**src/rtl/tl_rx_credits_received_tracker.sv**
```systemverilog
// tl_rx_credits_received_tracker: per-class CREDITS_RECEIVED counters for the TL RX write path
module tl_rx_credits_received_tracker #(
  parameter int HDR_CREDS_WIDTH       = 12,
  parameter int DATA_CREDS_WIDTH      = 16,
  parameter int BUFFER_IN_DW_WIDTH    = 10,
  parameter int BUFFER_IN_CREDS_WIDTH = 9
) (
  input  logic                             clk,
  input  logic                             arst,
  input  logic                             tlp_valid,
  output logic                             tlp_ready,
  input  logic [1:0]                       fc_type,
  input  logic                             has_data,
  input  logic [BUFFER_IN_DW_WIDTH-1:0]    buffer_in_dw,
  input  logic [5:0]                       hdr_scale_vec,
  input  logic [5:0]                       data_scale_vec,
  input  logic                             tlp_commit,
  input  logic                             tlp_discard,
  output logic                             pending,
  output logic [HDR_CREDS_WIDTH-1:0]       rcv_hdr,
  output logic [DATA_CREDS_WIDTH-1:0]      rcv_data,
  output logic [BUFFER_IN_CREDS_WIDTH-1:0] buffer_in_creds,
  output logic [1:0]                       hdr_scale,
  output logic [1:0]                       data_scale
);
  localparam logic [HDR_CREDS_WIDTH-1:0]  HM8  = HDR_CREDS_WIDTH'(255);
  localparam logic [HDR_CREDS_WIDTH-1:0]  HM10 = HDR_CREDS_WIDTH'(1023);
  localparam logic [DATA_CREDS_WIDTH-1:0] DM12 = DATA_CREDS_WIDTH'(4095);
  localparam logic [DATA_CREDS_WIDTH-1:0] DM14 = DATA_CREDS_WIDTH'(16383);
  localparam logic [BUFFER_IN_DW_WIDTH:0] R3   = 3;
  localparam logic [BUFFER_IN_DW_WIDTH:0] R15  = 15;
  localparam logic [BUFFER_IN_DW_WIDTH:0] R63  = 63;
  typedef enum logic {IDLE, PENDING} state_t;
  state_t                             state, state_nxt;
  logic [1:0]                         cls;
  logic [HDR_CREDS_WIDTH-1:0]         hdr_cnt [3];
  logic [DATA_CREDS_WIDTH-1:0]        data_cnt [3];
  logic                               accept, commit;
  logic [1:0]                         hs_in, ds_in;
  logic [BUFFER_IN_DW_WIDTH:0]        len;
  logic [BUFFER_IN_CREDS_WIDTH-1:0]   creds_in;
  logic [HDR_CREDS_WIDTH-1:0]         hmask;
  logic [DATA_CREDS_WIDTH-1:0]        dmask;
  always_comb begin
    state_nxt = state;
    accept    = 1'b0;
    commit    = 1'b0;
    if (state == IDLE) begin
      accept    = tlp_valid && fc_type != 2'b11;
      state_nxt = accept ? PENDING : IDLE;
    end else begin
      commit    = tlp_commit && !tlp_discard;
      state_nxt = (tlp_commit || tlp_discard) ? IDLE : PENDING;
    end
  end
  always_comb begin
    hs_in    = fc_type == 2'd2 ? hdr_scale_vec[5:4] : fc_type == 2'd1 ? hdr_scale_vec[3:2] : hdr_scale_vec[1:0];
    ds_in    = fc_type == 2'd2 ? data_scale_vec[5:4] : fc_type == 2'd1 ? data_scale_vec[3:2] : data_scale_vec[1:0];
    // a zero length field with payload encodes the maximum 1024 DW
    len      = {buffer_in_dw == '0, buffer_in_dw};
    creds_in = !has_data ? '0 :
               ds_in == 2'b11 ? BUFFER_IN_CREDS_WIDTH'((len + R63) >> 6) :
               ds_in == 2'b10 ? BUFFER_IN_CREDS_WIDTH'((len + R15) >> 4) :
                                BUFFER_IN_CREDS_WIDTH'((len + R3) >> 2);
    hmask    = hdr_scale == 2'b11 ? '1 : hdr_scale == 2'b10 ? HM10 : HM8;
    dmask    = data_scale == 2'b11 ? '1 : data_scale == 2'b10 ? DM14 : DM12;
    rcv_hdr  = (cls == 2'd2 ? hdr_cnt[2] : cls == 2'd1 ? hdr_cnt[1] : hdr_cnt[0]) & hmask;
    rcv_data = (cls == 2'd2 ? data_cnt[2] : cls == 2'd1 ? data_cnt[1] : data_cnt[0]) & dmask;
  end
  assign tlp_ready = state == IDLE;
  assign pending   = state == PENDING;
  always_ff @(posedge clk or posedge arst) begin
    if (arst) begin
      state           <= IDLE;
      cls             <= '0;
      hdr_scale       <= '0;
      data_scale      <= '0;
      buffer_in_creds <= '0;
      for (int i = 0; i < 3; i++) begin
        hdr_cnt[i]  <= '0;
        data_cnt[i] <= '0;
      end
    end else begin
      state <= state_nxt;
      if (accept) begin
        cls             <= fc_type;
        hdr_scale       <= hs_in;
        data_scale      <= ds_in;
        buffer_in_creds <= creds_in;
      end
      // counters wrap at the width implied by the scale latched for this TLP
      for (int i = 0; i < 3; i++)
        if (commit && cls == 2'(i)) begin
          hdr_cnt[i]  <= (hdr_cnt[i] + 1'b1) & hmask;
          data_cnt[i] <= (data_cnt[i] + DATA_CREDS_WIDTH'(buffer_in_creds)) & dmask;
        end
    end
  end
endmodule
```
**config.mk**
```make
export PLATFORM = sky130hd
export DESIGN_NAME = tl_rx_credits_received_tracker
export DESIGN_NICKNAME = d
export VERILOG_FILES = /design/src/rtl/tl_rx_credits_received_tracker.sv
export SDC_FILE = /design/constraint.sdc
export NUM_CORES = 1
export LEC_CHECK = 0
export ABC_AREA = 0
export BUFFER_PORTS_ARGS = -buffer_cell sky130_fd_sc_hd__buf_2
export CORE_MARGIN = 8
export CORE_UTILIZATION = 35
export CTS_CLUSTER_DIAMETER = 50
export DETAILED_ROUTE_END_ITERATION = 12
export PLACE_DENSITY = 0.58
export SYNTH_ARGS = -nofsm -noshare
export SYNTH_HDL_FRONTEND = slang
export SYNTH_SLANG_ARGS = --single-unit
```
**constraint.sdc**
```tcl
create_clock -name clk -period 3.1 [get_ports clk]
set_input_delay 0.155 -clock clk [delete_from_list [all_inputs] [get_ports clk]]
set_output_delay 0.155 -clock clk [all_outputs]
set_load 0.05 [all_outputs]
```
== Word-level counts from Yosys, hierarchy flattened ==
Cells that the tools add are included.
Word-level totals
  flip-flop bits (word level): 100
  bits of input ports: 30
Operators by class
  eq/ne operators: 11
  add/sub/neg operators: 9
  bitwise gates (word level): 9
  muxes and demuxes: 20
  reduce and logical (&&, ||, !) cells: 9
Operators with widths (number)
  $and A16 B16 Y16: 4
  $add A16 B9 Y16: 3
  $and A12 B12 Y12: 4
  $mux W16: 3
  $add A12 B1 Y12 const B: 3
  $mux W12: 3
  $mux W9: 3
  $eq A2 B2 Y1 const B: 8
  $mux W14: 1
  $add A11 B2 Y11 const B: 1
  $add A11 B4 Y11 const B: 1
  $add A11 B6 Y11 const B: 1
  $logic_not A10 Y1: 1
  $mux W10: 1
  $mux W2: 4
  $logic_and A1 B1 Y1: 5
  $mux W1: 5
  $eq A2 B1 Y1 const B: 2
  $logic_not A2 Y1: 1
  $ne A2 B2 Y1 const B: 1
  $logic_not A1 Y1: 1
  $logic_or A1 B1 Y1: 1
  $not A1 Y1: 1

== Depth between registers and ports, before layout ==
  depth in word-level cells: 7
  gate-level depth with buffers: 9
  depth with buffers taken out: 9

== Worst setup path after synthesis ==
Ideal clock, no wire load.
  kind: register -> register
  from: reg buffer_in_creds[1]
  to: reg data_cnt[28] in the netlist's numbering
  path buffers: 0
  slack: 0.462 ns
  stages on the path, launching flop included: 9
  arrival time: 2.551 ns
  data required time: 3.013 ns
  cells stage by stage: dfrtp_1 -> inv_1 -> fa_1 -> and2b_1 -> o21ai_1 -> a21oi_2 -> o41ai_2 -> or4_1 -> a22oi_1
On the way
  longest elaborated chain between the ends: 2
RTL lines
  start: declaration: RTL line 22  | output logic [BUFFER_IN_CREDS_WIDTH-1:0] buffer_in_creds,
  start signal: assignment: RTL line 89  | buffer_in_creds <= creds_in;
  $add A16 B9 Y16: RTL line 95  | data_cnt[i] <= (data_cnt[i] + DATA_CREDS_WIDTH'(buffer_in_creds)) & dmask;
  $and A16 B16 Y16: RTL line 95
  end signal: indexed assignment: RTL line 95
  end: declaration: RTL line 37  | logic [DATA_CREDS_WIDTH-1:0] data_cnt [3];
No other way between the ends.
A chain may end at the register's enable or synchronous reset.

== Worst setup path in the final report ==
  from: reg cls[0]
  to: out rcv_data[4]
On the way
  longest elaborated chain between the ends: 4
RTL lines
  start: declaration: RTL line 35  | logic [1:0] cls;
  start signal: assignment: RTL line 86  | cls <= fc_type;
  $eq A2 B1 Y1: RTL line 68  | rcv_data = (cls == 2'd2 ? data_cnt[2] : cls == 2'd1 ? data_cnt[1] : data_cnt[0]) & dmask;
  $mux W16: RTL line 68
  $mux W16 *: RTL line 68
  $and A16 B16 Y16 *: RTL line 68
  end: declaration: RTL line 21  | output logic [DATA_CREDS_WIDTH-1:0] rcv_data,
Mark *: on every way between the ends. The rest lies on a longest branch, timed or not.

==> run metrics <==
outcome=complete, no violations; hold endpoint=hdr_scale[0]; RSZ-0062 raised after global routing=false; Seq pwr share=35.8%; Util after Layout=40.3%; LEAKAGE=3.52 nW; Switching Share=42.7%; GR Overflow Total=0; H-tree Lvls=3; EDFF count, synth=0; Syn Nets=808; share of the synthesized area in the top cell type=38.6%; top layer in use=met4; post-DP HPWL=13100 um; r2r setup slk=0.60 ns; post-synthesis instance area=0.00649 sq mm; diodes inserted=0; share of layout cells above drive strength 1=14.9%; Buffers on Ports=72; hold depth=3; Die W=152 um; Die H=152 um; post-route cell area=0.00743 sq mm; asr flop ratio synth=100%; GPL Wtd Cong=0.816; post-layout min period=2.60 ns; Final Skew=0.00910 ns; CTS buffer count=9; synth unique cells=68; antenna violations before repair=0; # IOs=73; Max-Cap Viols=0; Max Slew Vio Count=0; number of remaining DRC errors=0; WL met3=692 um; drt initial violations=310; # setup viols final=0; final hold slack=0.0997 ns; Post-DRT Antenna Nets=0; area of the multi-input gates=0.00379 sq mm; starting density of the core=35.2%; All-Layer GR Usage=15.5%; CTS tree=yes; Pwr Density=666 mW/mm^2; RR Startpoint=buffer_in_creds[0]; endpoint class of the critical path=output port; Root Buffer=clkbuf_16; Final Hold Viols=0; Syn Inst Count=745; VDD IR max=303 uV; via count=5497; Max clock buf depth=2; Seq/Total Area, Yosys=38.6%; top cells by area, synth=dfrtp_1, nand2_1, ha_1; final setup margin=0.497 ns; WL final=17600 um; cell taking the most area after synthesis=dfrtp_1; DIE AREA=0.0232 sq mm; Placed Area=0.00710 sq mm; critical path class=reg2out; number of register bits inferred by synthesis=100; TNS Setup=0 ns; nets@finish=873; kind of start point of the critical path=flip-flop; Setup WS pre-CTS=0.615 ns; CP required=2.94 ns; combinational power share=40.5%; vias per cell=5.25; first-pass GRT wire length=29100 um; Max Fclk=384 MHz; Sw Pwr=2.11 mW; slew margin rel.=60.2%; crit path DAT=2.45 ns; met2 WL=8010 um; worst-path fanout max=22; First-pass DRT Iterations=4; Area growth syn-to-layout=14.5%; Post-synth top flop=dfrtp_1; Resized cells post-CTS=0; Internal=2.84 mW; Avg WL per Cell=16.8 um; Yosys warnings=0; Tcrit/Tclk final=84.0%; site row count=50; largest net degree at the start of global routing=101; Worst Max-Slew Pin Slew=0.597 ns; vias in the first global route=5400; register area=0.00250 sq mm; Metal-1 WL=8670 um; Clock Pin Slew Worst Setup and Hold Paths=0.07 ns; Syn Area/Cell=8.71 sq um; Clock power frac=23.8%; Critical R2R Capture=data_cnt[44]; worst hold start=hdr_scale_vec[4]; path depth of the worst reg2reg path=9; Core Area=0.0185 sq mm; TritonCTS Sinks=100; Worst Hold Class=in2reg; clock latency on the worst-skew pair=0.35 ns; Fillers=1810
[metal layers]
layer / track usage, % / vias up
met4: 4.76 / 0
met2: 24.6 / 96
met3: 2.78 / 13
met1: 21.1 / 2609
li1: - / 2779
met5: 0 / -
[Yosys cell counts, types with 3 or more instances]
| master | count |
|---|---|
| buf_2 | 9 |
| a211oi_1 | 10 |
| or2_2 | 3 |
| a21oi_1 | 33 |
| xor2_1 | 36 |
| ha_1 | 30 |
| xnor2_1 | 32 |
| o21ai_0 | 42 |
| nand3_1 | 16 |
| nor3_1 | 6 |
| mux2_2 | 5 |
| nor2b_1 | 10 |
| or4_1 | 3 |
| o21a_1 | 7 |
| nand2_1 | 113 |
| o22ai_1 | 21 |
| o31ai_1 | 7 |
| nor2_1 | 92 |
| nand2b_1 | 7 |
| fa_1 | 3 |
| dfrtp_1 | 100 |
| or3_1 | 9 |
| buf_4 | 3 |
| inv_1 | 14 |
| a31oi_1 | 4 |
| mux2i_1 | 15 |
| a22oi_1 | 8 |
| nand4_1 | 17 |
| o21ai_1 | 4 |
| o221ai_1 | 4 |
| clkbuf_1 | 19 |
| and3_1 | 8 |
| a21o_1 | 9 |
| a21boi_0 | 3 |
[cell type report]
cell class	count	area share, %
Clock inverter	3	0.623
Inverter	14	0.741
Sequential cell	100	33.7
Timing Repair Buffer	86	6.53
Clock buffer	12	3.45
Tap cell	234	3.94
Multi-Input combinational cell	599	51.0
[registers in the layout, indices dropped and copies added (netlist names)]
| register | cells |
|---|---|
| buffer_in_creds | 9 |
| cls | 2 |
| data_cnt | 48 |
| data_scale | 2 |
| hdr_cnt | 36 |
| hdr_scale | 2 |
| pending | 1 |
[through the flow]
stage          cells  total power, mW
3_3_place_gp    1030             3.80
3_5_place_dp    1030             3.81
4_1_cts         1048             5.00
5_1_grt         1048             5.26
2_1_floorplan    745             3.29
6_report        1048             4.95
[cells by family (layout without fill, tap and decap cells)]
logic type / after synthesis / in the layout / share of synthesized area (%)
buf+inv: 46 / 115 / 3.03
mux: 21 / 21 / 3.41
xor+xnor: 68 / 68 / 9.18
fa+ha+maj: 33 / 33 / 6.71
compound gates: 178 / 178 / 18.0
flops: 100 / 100 / 38.6
simple gates: 299 / 299 / 21.1
[worst max-delay path, cell delays in order, from the launching register on]
cell      delay [ns]
dfrtp_1         0.56
nand2b_4        0.26
nand2_1         0.45
buf_4           0.31
nor2_1          0.06
nor2_1          0.14
buf_2           0.30
[cell usage in the layout, fill, tap and decap left out, types with 3 or more instances in the layout]
master         count
a211oi_1          10
a21boi_0           3
a21o_1             9
a21oi_1           33
a22oi_1            8
a31oi_1            4
and3_1             8
buf_2             72
buf_4             10
clkbuf_16          9
dfrtp_1          100
dlygate4sd3_1      3
fa_1               3
ha_1              30
inv_1             13
mux2_2             5
mux2i_1           15
nand2_1          113
nand2b_1           7
nand3_1           16
nand4_1           17
nor2_1            92
nor2b_1           10
nor3_1             6
o21a_1             7
o21ai_0           42
o21ai_1            4
o221ai_1           4
o22ai_1           21
o31ai_1            7
or2_2              3
or3_1              9
or4_1              3
xnor2_1           32
xor2_1            36
[worst max path at each step]
stage                       start                  to  slack (ns)  cells after the start
2_1_floorplan                arst  buffer_in_creds[0]        0.33                      1
3_3_place_gp   buffer_in_creds[0]        data_cnt[44]        0.67                      9
3_5_place_dp   buffer_in_creds[0]        data_cnt[44]        0.61                      9
4_1_cts                    cls[0]         rcv_data[3]        0.47                      6
5_1_grt                    cls[0]         rcv_data[3]        0.36                      6
6_report                   cls[0]         rcv_data[4]        0.50                      6
[power groups by stage]
| stage | Clock [mW] | Sequential [mW] | Combinational (mW) |
|---|---|---|---|
| after detailed placement | 0 | 1.79 | 2.01 |
| after global routing | 1.26 | 1.81 | 2.20 |
| after CTS | 1.20 | 1.77 | 2.03 |
| final | 1.18 | 1.77 | 2.00 |
| after global placement | 0 | 1.79 | 2.01 |
| after floorplan | 0 | 1.80 | 1.48 |
[what timing repair did]
item / 4_1_cts / 5_1_grt
hold buffers: 3 / 0
endpoints found under the setup margin: 0 / 0
endpoints found under the hold margin: 101 / 0
setup buffers: 0 / 0
No activity file was read; power rests on OpenSTA's default activity.
